**src/rtl/audio_pkg.sv**
```systemverilog
// ============================================================================
// Module      : audio_pkg
// Description : Shared types, constants and helpers for the audio mix path.
// Revision    : 1.0  initial release
// ============================================================================
`default_nettype none

package audio_pkg;

    typedef enum logic [2:0] {
        ST_IDLE  = 3'd0,
        ST_ACC   = 3'd1,
        ST_SCALE = 3'd2,
        ST_SAT   = 3'd3,
        ST_OUT   = 3'd4
    } state_t;

    function automatic int gain_unity(input int gain_bits);
        return 1 << (gain_bits - 1);
    endfunction

    localparam int          c_GAIN_UNITY = gain_unity(8);
    localparam logic [15:0] c_LFSR_SEED  = 16'hACE1;
    // Right-shifting Fibonacci form of x^16+x^14+x^13+x^11+1
    localparam logic [15:0] c_LFSR_TAPS  = 16'h002D;

    function automatic logic signed [63:0] sat_signed(
        input logic signed [63:0] v,
        input int                 bits
    );
        logic signed [63:0] hi;
        logic signed [63:0] lo;
        hi = (64'sd1 <<< (bits - 1)) - 64'sd1;
        lo = -(64'sd1 <<< (bits - 1));
        if (v > hi)
            return hi;
        else if (v < lo)
            return lo;
        else
            return v;
    endfunction

endpackage

`default_nettype wire

```
**src/rtl/audio_mix_out_tick.sv**
```systemverilog
// ============================================================================
// Module      : sample_tick_gen
// Description : Free-running prescaler producing a one-cycle sample tick.
// Revision    : 1.0  initial release
// ============================================================================
`default_nettype none

module sample_tick_gen #(
    parameter int F_CLK    = 50_000_000,
    parameter int F_SAMPLE = 48_000
) (
    input  logic clk,
    input  logic reset,
    output logic o_tick
);

    localparam int c_DIV = F_CLK / F_SAMPLE;
    localparam int c_CW  = (c_DIV > 1) ? $clog2(c_DIV) : 1;

    logic [c_CW-1:0] r_count;
    logic            w_last;

    assign w_last = (r_count == c_CW'(c_DIV - 1));
    assign o_tick = w_last;

    always_ff @(posedge clk) begin
        if (reset)
            r_count <= '0;
        else if (w_last)
            r_count <= '0;
        else
            r_count <= r_count + 1'b1;
    end

endmodule

`default_nettype wire

```
**src/rtl/audio_mix_out.sv**
```systemverilog
// ============================================================================
// Module      : audio_mix_out
// Description : N-channel gain/mix/saturate path to an offset-binary DAC
//               sample with valid/ready output. AUDIO_MIX_DITHER_EN adds
//               LFSR rectangular dither ahead of the final truncation.
// Revision    : 1.0  initial release
// ============================================================================
`default_nettype none

module audio_mix_out
    import audio_pkg::*;
#(
    parameter int N_CH      = 4,
    parameter int SIG_BITS  = 16,
    parameter int GAIN_BITS = 8,
    parameter int OUT_BITS  = 16,
    parameter int F_CLK     = 50_000_000,
    parameter int F_SAMPLE  = 48_000
) (
    input  logic                      clk,
    input  logic                      reset,
    input  logic [N_CH*SIG_BITS-1:0]  ch_in,
    input  logic [N_CH*GAIN_BITS-1:0] ch_gain,
    input  logic [GAIN_BITS-1:0]      master_gain,
    output logic [OUT_BITS-1:0]       out_data,
    output logic                      out_valid,
    input  logic                      out_ready,
    output logic [15:0]               overrun_cnt
);

    localparam int c_SHIFT = $clog2(gain_unity(GAIN_BITS));
    localparam int c_IDXW  = (N_CH > 1) ? $clog2(N_CH) : 1;
    localparam int c_ACCW  = SIG_BITS + GAIN_BITS + $clog2(N_CH) + 1;
    localparam int c_PW    = c_ACCW + GAIN_BITS + 1;

    state_t                      r_state;
    logic [N_CH*SIG_BITS-1:0]    r_snap_ch;
    logic [N_CH*GAIN_BITS-1:0]   r_snap_gain;
    logic [GAIN_BITS-1:0]        r_snap_master;
    logic [c_IDXW-1:0]           r_idx;
    logic signed [c_ACCW-1:0]    r_acc;
    logic signed [c_PW-1:0]      r_p;
    logic [OUT_BITS-1:0]         r_out_data;
    logic                        r_out_valid;
    logic [15:0]                 r_overrun;

    logic                        w_tick;
    logic                        w_accept;
    logic signed [SIG_BITS-1:0]  w_ch;
    logic [GAIN_BITS-1:0]        w_gain;
    logic signed [c_ACCW-1:0]    w_prod;
    logic signed [c_ACCW-1:0]    w_acc_shr;
    logic signed [c_PW-1:0]      w_scaled;
    logic [c_SHIFT-1:0]          w_dith;
    logic signed [c_PW-1:0]      w_p_dith;
    logic signed [c_PW-1:0]      w_s;
    logic signed [63:0]          w_s_ext;
    logic [OUT_BITS-1:0]         w_sat;

    sample_tick_gen #(
        .F_CLK    (F_CLK),
        .F_SAMPLE (F_SAMPLE)
    ) u_tick (
        .clk    (clk),
        .reset  (reset),
        .o_tick (w_tick)
    );

    // A tick lands on a free pipeline or on the very cycle the held sample is taken
    assign w_accept = w_tick && ((r_state == ST_IDLE) || (r_state == ST_OUT && out_ready));

    assign w_ch      = $signed(r_snap_ch[r_idx*SIG_BITS +: SIG_BITS]);
    assign w_gain    = r_snap_gain[r_idx*GAIN_BITS +: GAIN_BITS];
    assign w_prod    = w_ch * $signed({1'b0, w_gain});
    assign w_acc_shr = r_acc >>> c_SHIFT;
    assign w_scaled  = w_acc_shr * $signed({1'b0, r_snap_master});
    assign w_p_dith  = r_p + $signed({{(c_PW - c_SHIFT){1'b0}}, w_dith});
    assign w_s       = w_p_dith >>> c_SHIFT;
    assign w_s_ext   = {{(64 - c_PW){w_s[c_PW-1]}}, w_s};
    assign w_sat     = OUT_BITS'(sat_signed(w_s_ext, OUT_BITS));

`ifdef AUDIO_MIX_DITHER_EN
    logic [15:0] r_lfsr;

    always_ff @(posedge clk) begin
        if (reset)
            r_lfsr <= c_LFSR_SEED;
        else if (w_accept)
            r_lfsr <= {^(r_lfsr & c_LFSR_TAPS), r_lfsr[15:1]};
    end

    assign w_dith = r_lfsr[c_SHIFT-1:0];
`else
    assign w_dith = '0;
`endif

    always_ff @(posedge clk) begin
        if (reset) begin
            r_state       <= ST_IDLE;
            r_snap_ch     <= '0;
            r_snap_gain   <= '0;
            r_snap_master <= '0;
            r_idx         <= '0;
            r_acc         <= '0;
            r_p           <= '0;
            r_out_data    <= {1'b1, {(OUT_BITS-1){1'b0}}};
            r_out_valid   <= 1'b0;
            r_overrun     <= '0;
        end else begin
            if (w_tick && !w_accept && r_overrun != 16'hFFFF)
                r_overrun <= r_overrun + 1'b1;

            if (w_accept) begin
                r_snap_ch     <= ch_in;
                r_snap_gain   <= ch_gain;
                r_snap_master <= master_gain;
                r_idx         <= '0;
                r_acc         <= '0;
            end

            case (r_state)
                ST_IDLE: begin
                    if (w_accept)
                        r_state <= ST_ACC;
                end
                ST_ACC: begin
                    r_acc <= r_acc + w_prod;
                    r_idx <= r_idx + 1'b1;
                    if (r_idx == c_IDXW'(N_CH - 1))
                        r_state <= ST_SCALE;
                end
                ST_SCALE: begin
                    r_p     <= w_scaled;
                    r_state <= ST_SAT;
                end
                ST_SAT: begin
                    r_out_data  <= {~w_sat[OUT_BITS-1], w_sat[OUT_BITS-2:0]};
                    r_out_valid <= 1'b1;
                    r_state     <= ST_OUT;
                end
                ST_OUT: begin
                    if (out_ready) begin
                        r_out_valid <= 1'b0;
                        r_state     <= w_accept ? ST_ACC : ST_IDLE;
                    end
                end
                default: r_state <= ST_IDLE;
            endcase
        end
    end

    assign out_data    = r_out_data;
    assign out_valid   = r_out_valid;
    assign overrun_cnt = r_overrun;

endmodule

`default_nettype wire

```
**config.mk**
```make
export PLATFORM = sky130hd
export DESIGN_NAME = audio_mix_out
export DESIGN_NICKNAME = d
export VERILOG_FILES = /design/src/rtl/audio_pkg.sv /design/src/rtl/audio_mix_out_tick.sv /design/src/rtl/audio_mix_out.sv
export SDC_FILE = /design/constraint.sdc
export NUM_CORES = 1
export LEC_CHECK = 0
export ABC_AREA = 1
export BUFFER_PORTS_ARGS = -buffer_cell sky130_fd_sc_hd__buf_2
export CORE_AREA = 2 2 244 246
export DETAILED_ROUTE_END_ITERATION = 10
export DIE_AREA = 0 0 246 248
export GPL_TIMING_DRIVEN = 0
export SLEW_MARGIN = 20
export SYNTH_ARGS = -nofsm -noshare
export SYNTH_HDL_FRONTEND = slang
export SYNTH_SLANG_ARGS = --single-unit
```
**constraint.sdc**
```tcl
create_clock -name clk -period 6.9 [get_ports clk]
set_input_delay 0.69 -clock clk [delete_from_list [all_inputs] [get_ports clk]]
set_output_delay 0.69 -clock clk [all_outputs]
set_load 0.02 [all_outputs]
```
==> results by group <==
Yosys
  – EDFF count, synth: 0
  – Avg Cell Area, Syn: about 7 µm²
  – Ys Warns: 0
  – Gate Count Post-Synth: 2847
  – Most used DFF post-synth: dfxtp_1
  – Syn nets: roughly 3300
  – Synth unique cells: 42
  – Synth cell count leaders: inv_1 (595), nand2_1 (573), nor2_1 (408), fa_1 (252), dfxtp_1 (202)
  – Top cell type's share of synthesized area: roughly 25%
  – Synthesized area: 20200 µm²
  – Synth Register Bits: around 200
  – Count leader, synth: inv_1
  – Ys async rst share: 0%
  – Post-synth top area cell: fa_1
  – Seq/Total Area, Yosys: around a fifth
  – Synth top area cells: fa_1 (25%), dfxtp_1 (20%), inv_1 (11%), nand2_1 (11%), nor2_1 (7.6%)

Clocking
  – Clk Latency, worst-skew pair: 540 ps
  – CTS tree: yes
  – CTS Root Cell: clkbuf_16
  – Inserted Clock Buffers: 24
  – CTS sink count: ~200
  – Htree depth: 1
  – Postcts setup bufs: 0
  – Clk pin slew, worst setup/hold paths: 60 ps
  – Clock buffer depth: 3

Timing
  – Slew headroom: approximately 45%
  – Slew Limit Fails: 0
  – Hold Vio Cnt, Final: 0
  – Period minus WS final: roughly 6500 ps
  – Worst-Margin Slew: 831 ps
  – Setup TNS: 0 ps
  – Max Clock Freq: 154 MHz
  – RSZ-0062 raised after global routing: false
  – Clock skew: approximately 17 ps
  – Fin crit share: a little over nine tenths
  – Final-report setup violation count: 0

Cells and area
  – Layout cell share with drive strength beyond 1: under 10%
  – Area delta synth->final: 12.8%
  – Final Cell Area: about 23000 µm²
  – Number of nets in the layout: approximately 3500

Detailed routing
  – Via count: around 18000
  – Drt total wl: a little under 60 mm
  – Routed Antenna Nets: 0
  – DRC viols: 0
  – Pre-Repair DR Iteration Count: 5
  – Initial DRC Count: 1277
  – Wire per inst: 15.3 µm
  – DR vias/cell: approximately 4.8

Placed design
  – # port buffers: between 100 and 150
  – Gp weighted congestion: ~0.91
  – Dpl hpwl: between 40 and 50 mm
  – Placed cell areas: around 22000 µm²

Floorplanning
  – Initial Util: roughly 35%
  – CORE AREA: a little under 60000 µm²
  – Die width: approximately 250 µm
  – # rows: 89
  – Die Span Y: between 200 and 250 µm
  – Die ar.: approximately 61000 µm²
  – IO Count: between 100 and 150

Setup path
  – Setup crit end kind: register
  – Crit path DAT: around 6900 ps
  – WS Path Type: register to register
  – CP max FO: 10
  – CP required: 7290 ps
  – CP startpoint kind: register

Power
  – Sw power: 0.569 mW
  – Pint: roughly 2 mW
  – Clock network fraction of design power: between 50% and 60%
  – Peak VDD IR: 0.160 mV
  – Comb pwr share: roughly 2.5%
  – LEAKAGE: roughly 12 nW
  – Seq pwr share: between 40% and 50%
  – Pwr Density: between 100 and 150 nW/µm²
  – Switching share of power: roughly 22%

Worst hold path
  – Worst hold path type: input port to register

GRT
  – Largest net degree at the start of global routing: 14
  – Antenna violations before repair: 1
  – GRT overflow: 0
  – Vias in the first global route: between 15000 and 20000
  – First-pass GRT wire length: about 95 mm
  – Gr usage total: 19.7%

Run
  – Max-cap violations: 0

Run status
  – Status: complete, no violations
==> final cells by class <==
cell class	instances	area, µm²
fillers	6247	35600
multi-input cells	1927	13500
flip-flops and latches	202	4040
inverters	603	2260
well taps	773	967
repair buffers	139	696
clock buffers	32	682
plain buffers	115	488
clock inverters	12	158
diodes	1	2.50
==> path summary, 6_finish.rpt <==
| path | start | slack (ps) | depth (start not counted) | endpoint |
|---|---|---|---|---|
| setup / recovery | r_idx[0] | 390 | 24 | r_acc[18] |
| hold / removal | ch_gain[22] | 370 | 3 | r_snap_gain[22] |
| setup reg to reg | r_idx[0] | 390 | 24 | r_acc[18] |
| hold reg to reg | r_acc[6] | 460 | 2 | r_acc[6] |
==> metal layers <==
layer	part of all wire [%]	track usage, %	up-vias
li1	-	-	9002
met1	44	26.1	8741
met2	47	33.6	438
met3	5.0	1.78	102
met4	3.8	7.45	0
met5	0	0	-
==> critical path: stages (launching register included) <==
cell     delay [ps]
dfxtp_1         390
buf_2           220
buf_2           270
buf_2           280
a21oi_1         100
a32oi_1         600
nand2_1         180
fa_1            570
inv_1            60
fa_1            530
fa_1            450
fa_1            550
inv_1            50
fa_1            500
inv_1            40
ha_1            350
nand2_1         110
nor2_1          200
inv_1            80
nor2_1          240
nand4_1         220
nand3_1         140
nand2_1          50
nand3_1          90
a21oi_1          80
==> cell families after synthesis <==
group                      after synthesis  synth area share, %
and+or+nand+nor                       1125                 22.3
buffers and inverters                  718                 13.6
AOI/OAI and AO/OA                      404                 10.7
adders and majority gates              369                 32.2
DFF                                    202                 20.0
xor gates and xnor gates                29                 1.26
==> cell usage in the layout (no fill, tap or decap), types with 4 or more instances in the layout <==
cell type  count
inv_1        595
nand2_1      573
nor2_1       408
fa_1         252
dfxtp_1      202
o21ai_0      172
buf_2        168
a21oi_1      155
ha_1         117
clkbuf_1      82
nand3_1       74
o21ai_1       27
nand4_1       26
clkbuf_16     25
nor3_1        18
xor2_1        17
a32oi_2       12
xnor2_1       12
a32oi_1        9
nor4_1         9
inv_2          7
o21bai_1       6
a31oi_1        5
a21o_1         5
clkbuf_2       4
a21oi_2        4
or2_2          4
==> power by group through the flow <==
stage	combinational, mW	clock (mW)	sequential [mW]
2_1_floorplan	0.0192	0	1.19
5_1_grt	0.0716	1.41	1.17
6_report	0.0649	1.34	1.17
3_3_place_gp	0.0646	0	1.20
3_5_place_dp	0.0651	0	1.20
4_1_cts	0.0655	1.37	1.17
==> registers in the layout, summed over array words and instances (netlist names) <==
name,cells
r_snap_ch,64
out_data,16
r_acc,27
overrun_cnt,16
out_valid,1
u_tick.r_count,11
r_state,3
r_idx,2
r_snap_gain,32
r_p,22
r_snap_master,8
==> through the flow <==
| stage | instances | setup slack (ps) | total power, mW | utilization [%] | hold WS (ps) |
|---|---|---|---|---|---|
| finish | 3804 | 386 | 2.58 | 39.0 | 371 |
| global route | 3804 | 9.58 | 2.65 | 39.0 | 374 |
| global placement | 3759 | 243 | 1.26 | 37.4 | 456 |
| floorplan | 2847 | 1400 | 1.21 | - | 440 |
| detailed placement | 3759 | 265 | 1.26 | 37.4 | 456 |
| CTS | 3803 | 259 | 2.61 | 38.9 | 360 |
==> timing repair <==
action / CTS / global route
hold buffers: 0 / 0
endpoints found under the setup margin: 0 / 14
resized for setup: 0 / 16
Note: power is estimated with default switching activity, not from simulation.
